**config.mk**
```make
export PLATFORM = sky130hd
export DESIGN_NAME = logic_spi_master
export DESIGN_NICKNAME = d
export VERILOG_FILES = /design/src/rtl/logic_spi_master.sv
export SDC_FILE = /design/constraint.sdc
export NUM_CORES = 1
export LEC_CHECK = 0
export CORE_MARGIN = 3
export CORE_UTILIZATION = 53
export DETAILED_ROUTE_END_ITERATION = 6
export PLACE_DENSITY = 0.79
export SYNTH_ARGS = -nofsm -noshare
export SYNTH_HDL_FRONTEND = slang
export SYNTH_SLANG_ARGS = --single-unit
export TNS_END_PERCENT = 5
```
**constraint.sdc**
```tcl
create_clock -name clk -period 2.6 [get_ports clk]
set_input_delay 0.52 -clock clk [delete_from_list [all_inputs] [get_ports clk]]
set_output_delay 0.52 -clock clk [all_outputs]
set_load 0.05 [all_outputs]
```
**src/rtl/logic_spi_master.sv**
```systemverilog
// rtl/logic_spi_master.sv - SPI mode-0 master: opcode byte then length data bytes, full duplex.
module logic_spi_master #(
    parameter int CLK_DIV   = 2,
    parameter int LEN_WIDTH = 8
) (
    input  logic                 clk,
    input  logic                 nreset,
    input  logic                 start,
    input  logic [7:0]           opcode,
    input  logic [LEN_WIDTH-1:0] length,
    input  logic [7:0]           wr_data,
    output logic                 wr_ack,
    output logic [7:0]           rd_data,
    output logic                 rd_valid,
    output logic                 busy,
    output logic                 done,
    output logic                 spi_nss,
    output logic                 spi_sck,
    output logic                 spi_mosi,
    input  logic                 spi_miso
);

    typedef enum logic [2:0] {IDLE, SETUP, SHIFT, HOLD, GAP} state_t;

    localparam logic [7:0] DIV_LAST = 8'(CLK_DIV - 1);
    localparam logic [LEN_WIDTH-1:0] LEN_ONE = {{(LEN_WIDTH-1){1'b0}}, 1'b1};
    localparam logic [LEN_WIDTH-1:0] LEN_ZERO = '0;

    state_t               state, state_next;
    logic [7:0]           cnt;
    logic [7:0]           tx_sr;
    logic [7:0]           rx_sr;
    logic [2:0]           bit_cnt;
    logic [LEN_WIDTH-1:0] remaining;
    logic                 first_byte;
    logic                 tick;
    logic                 last_fall;

    assign tick      = (cnt == DIV_LAST);
    // The 8th falling edge of the current byte happens at the end of this cycle.
    assign last_fall = (state == SHIFT) && tick && spi_sck && (bit_cnt == 3'd7);

    always_ff @(posedge clk) begin
        if (!nreset) begin
            state <= IDLE;
        end else begin
            state <= state_next;
        end
    end

    always_comb begin
        state_next = state;
        case (state)
            IDLE:  if (start) state_next = SETUP;
            SETUP: if (tick) state_next = SHIFT;
            SHIFT: if (last_fall && (remaining == LEN_ZERO)) state_next = HOLD;
            HOLD:  if (tick) state_next = GAP;
            GAP:   if (tick) state_next = IDLE;
            default: state_next = IDLE;
        endcase
    end

    always_comb begin
        busy   = (state != IDLE);
        done   = (state == GAP) && (cnt == 8'd0);
        wr_ack = nreset && last_fall && (remaining != LEN_ZERO);
    end

    always_ff @(posedge clk) begin
        if (!nreset) begin
            cnt        <= 8'd0;
            tx_sr      <= 8'd0;
            rx_sr      <= 8'd0;
            bit_cnt    <= 3'd0;
            remaining  <= '0;
            first_byte <= 1'b0;
            rd_data    <= 8'd0;
            rd_valid   <= 1'b0;
            spi_nss    <= 1'b1;
            spi_sck    <= 1'b0;
            spi_mosi   <= 1'b0;
        end else begin
            rd_valid <= 1'b0;
            if (state == IDLE || state != state_next || tick) begin
                cnt <= 8'd0;
            end else begin
                cnt <= cnt + 8'd1;
            end
            case (state)
                IDLE: begin
                    if (start) begin
                        spi_nss    <= 1'b0;
                        spi_sck    <= 1'b0;
                        spi_mosi   <= opcode[7];
                        tx_sr      <= {opcode[6:0], 1'b0};
                        rx_sr      <= 8'd0;
                        bit_cnt    <= 3'd0;
                        remaining  <= length;
                        first_byte <= 1'b1;
                    end
                end
                SHIFT: begin
                    if (tick) begin
                        spi_sck <= ~spi_sck;
                        if (!spi_sck) begin
                            rx_sr <= {rx_sr[6:0], spi_miso};
                        end else begin
                            bit_cnt <= bit_cnt + 3'd1;
                            if (bit_cnt != 3'd7) begin
                                spi_mosi <= tx_sr[7];
                                tx_sr    <= {tx_sr[6:0], 1'b0};
                            end else begin
                                // Opcode-phase receive bits are dropped on purpose.
                                if (!first_byte) begin
                                    rd_data  <= rx_sr;
                                    rd_valid <= 1'b1;
                                end
                                first_byte <= 1'b0;
                                if (remaining != LEN_ZERO) begin
                                    spi_mosi  <= wr_data[7];
                                    tx_sr     <= {wr_data[6:0], 1'b0};
                                    remaining <= remaining - LEN_ONE;
                                end else begin
                                    spi_mosi <= 1'b0;
                                end
                            end
                        end
                    end
                end
                HOLD: begin
                    if (tick) begin
                        spi_nss  <= 1'b1;
                        spi_mosi <= 1'b0;
                    end
                end
                default: ;
            endcase
        end
    end

endmodule

```
==> summary.md <==
| Metric | Value |
|---|---|
| Die extent in x | `77.1 um` |
| Final Setup Violations | `0` |
| DR WL/cell | `13.7 um` |
| RSZ-0062 raised after global routing | `false` |
| Post-DR vias/cell | `5.63` |
| Core ar. | `0.00482 mm^2` |
| Fillcell total | `422` |
| Slew margin rel. | `0.624` |
| Synth Cell Area | `0.00268 mm^2` |
| Critical path class | `flop to output port` |
| Post-CTS setup buffers | `0` |
| Number of synthesized flops with an enable pin | `0` |
| Crit path buf inv count | `1` |
| Slack of the worst reg-to-reg path | `390 ps` |
| Clock Sinks | `50` |
| Clock Path Buffers | `2` |
| Initial antenna violation count | `0` |
| Setup crit end kind | `output port` |
| Clock skew | `4.68 ps` |
| Worst Tran Pin Value | `563 ps` |
| Crit-path max cell delay | `800 ps` |
| Port-buffer cells | `42` |
| Tmin final | `2420 ps` |
| Worst-case reg-to-reg path depth | `6` |
| Delay-heaviest family, CP | `buffers and inverters` |
| Min-Delay Endpoint | `tx_sr[1]` |
| Critical-path cell list | `or3_1, clkdlybuf4s50_1` |
| CP startpoint kind | `flop` |
| Fmax | `413 MHz` |
| Full die area | `0.00595 mm^2` |
| Largest net degree at the start of global routing | `61` |
| Post-CTS sizing | `0` |
| Fin. Hold Viols | `0` |
| Final setup TNS | `0 ps` |
| Final Wtd Congestion | `0.913` |
| Unique cell type count in the Yosys netlist | `59` |
| All-Layer GR Usage | `0.190` |
| Fin util | `0.686` |
| Cell Rows | `25` |
| Ranking of synthesized cells by area | `dfxtp_1 (37%), mux2i_1 (12%), nand2_1 (5.7%)` |
| R2r startpoint | `bit_cnt[0]` |
| Post-DRT Antenna Nets | `0` |
| Syn. warnings | `0` |
| Die height | `77.1 um` |
| DR iter-0 viols | `160` |
| Synthesized instance count | `304` |
| Leak Pwr | `0.00120 uW` |
| Synth area leader | `dfxtp_1` |
| Fraction of registers with async set/reset | `0` |
| Final worst-path cycle share | `0.931` |
| Sequential element share of the synthesized area | `0.373` |
| Fraction of layout cells with a size suffix above 1 | `0.0986` |
| Synth Area per Inst | `8.82 um^2` |
| # H-tree levels | `2` |
| CTS clk-pin slew, worst paths | `90 ps` |
| Min-delay src | `tx_sr[1]` |
| CTS tree | `built` |
| Outcome | `finished, final reports clean` |
| CTS root buffer | `clkbuf_8` |
| I/O pin cnt | `43` |
| Synth Net Count | `339` |
| Post-route cell area | `0.00330 mm^2` |
| DR vias | `2318` |
| Number of global-route vias before repair | `2069` |
| Required @ worst endpoint | `2080 ps` |
| ANT cells | `0` |
| VDD IR max | `0.317 mV` |
| Starting Density | `0.557` |
| First-pass GRT wire length | `9410 um` |
| Ys flop type | `dfxtp_1` |
| Num CTS Buffers | `5` |
| CP max FO | `14` |
| CTS Hold Bufs | `0` |
| Worst path arrival time | `1900 ps` |
| Cell Area, Placed | `0.00321 mm^2` |
| Fin. max-slew vios | `0` |
| Clock latency on the worst-skew pair | `300 ps` |
| DR DRC count | `0` |
| Hold/Removal Path Class | `flop to flop` |
| Fraction of synthesized cell area taken by the top area cell type | `0.373` |
| Critical Path Slowest Stage Cell | `clkdlybuf4s50_1` |
| Final #Nets | `379` |
| Number of detailed-route iterations in the first pass | `4` |
| #FFs+latches synth | `50` |
| Remaining global-route overflow | `0` |
| Wire length after detailed routing | `5630 um` |
| Worst R2R End | `remaining[5]` |
| Pwr Total | `1580 uW` |
| Hold path cells | `2` |
| Max_cap viols | `0` |
| P&R area growth vs syn | `23.2%` |
| Pwr dens | `477 mW/mm^2` |
| Dpl hpwl | `4040 um` |
==> worst register-to-register path, delay by kind of cell (launching register included) <==
family	cells	cell delay, ps
and+or+nand+nor	2	700
DFF	1	350
adders and majority gates	2	340
AOI/OAI and AO/OA	2	720
==> power by group <==
group          internal, uW  total [uW]  switching [uW]  leakage, uW
logic                   136         288             152     0.000746
clock network           214         469             255    0.0000472
registers               793         819            26.6     0.000406
total                  1140        1580             434      0.00120
==> cells in the mapped netlist (2+ instances only) <==
master and instances:
a21boi_0 5, a21o_1 2, a21oi_1 9, a22oi_1 2, and2_1 3, and3_1 3
clkbuf_1 15, dfxtp_1 50, ha_1 7, inv_1 7, mux2i_1 32, nand2_1 41
nand2b_1 2, nand3_1 19, nand4_1 3, nor2_1 17, nor2b_1 9, nor3_1 7
nor3b_1 4, nor4_1 3, nor4b_1 2, o211ai_1 8, o21a_1 2, o21ai_0 4
o22ai_1 2, o31ai_1 2, o32ai_1 4, or3_1 2, or4_1 3, xnor2_1 4
xor2_1 3
==> area by class of cell <==
cell class / instances / area, um^2 / area share
Sequential cell: 50 / 1000 / 0.303
Multi-Input combinational cell: 228 / 1590 / 0.480
Tap cell: 67 / 83.8 / 0.0254
Timing Repair Buffer: 52 / 510 / 0.154
Clock buffer: 6 / 82.6 / 0.0250
Clock inverter: 2 / 12.5 / 0.00379
Inverter: 7 / 26.3 / 0.00795
==> metrics by stage <==
stage / std cells / setup WS [ps] / hold slack (ps)
global route: 412 / 63.9 / 487
CTS: 412 / 184 / 465
detailed placement: 404 / 405 / 453
finish: 412 / 178 / 463
global placement: 404 / 512 / 445
floorplan: 304 / -437 / 434
==> state kept, by name, summed over array words and instances (netlist names), 3 cells and up <==
name / flops
cnt: 8
rd_data: 8
remaining: 8
rx_sr: 8
tx_sr: 7
bit_cnt: 3
state: 3
==> cells by family after synthesis <==
family                     synth area share
buffers and inverters                0.0411
adders and majority gates            0.0327
and+or+nand+nor                       0.270
muxes                                 0.119
AOI/OAI and AO/OA                     0.141
xor gates and xnor gates             0.0229
DFF                                   0.373
==> worst max path at each step <==
| stage | endpoint | startpoint | cells after the start |
|---|---|---|---|
| 4_1_cts | busy | state[1] | 2 |
| 2_1_floorplan | wr_ack | state[0] | 5 |
| 6_report | busy | state[1] | 2 |
| 3_3_place_gp | remaining[5] | bit_cnt[0] | 6 |
| 5_1_grt | wr_ack | cnt[0] | 5 |
| 3_5_place_dp | remaining[5] | bit_cnt[0] | 6 |
==> routing by layer <==
metal	share of wire	GRT usage	vias up
met3	0.059	0.0352	10
li1	-	-	1178
met2	0.46	0.311	71
met4	0.018	0.0747	0
met5	0	0	-
met1	0.47	0.245	1059
==> cells in the final DEF (no fill, tap or decap), types with 3 or more instances in the layout <==
master / count
nor2b_1: 9
and3_1: 3
o32ai_1: 4
or4_1: 3
nand2_1: 41
clkbuf_8: 6
inv_1: 7
nor2_1: 17
nor3b_1: 3
xnor2_1: 4
nor3_1: 7
mux2i_1: 32
and2_1: 3
ha_1: 7
o211ai_1: 8
o21ai_0: 4
a21oi_1: 9
nand3_1: 19
a21boi_0: 5
dfxtp_1: 50
nand4_1: 3
xor2_1: 3
clkdlybuf4s50_1: 39
buf_4: 10
Power figures use the tool's default switching activity.
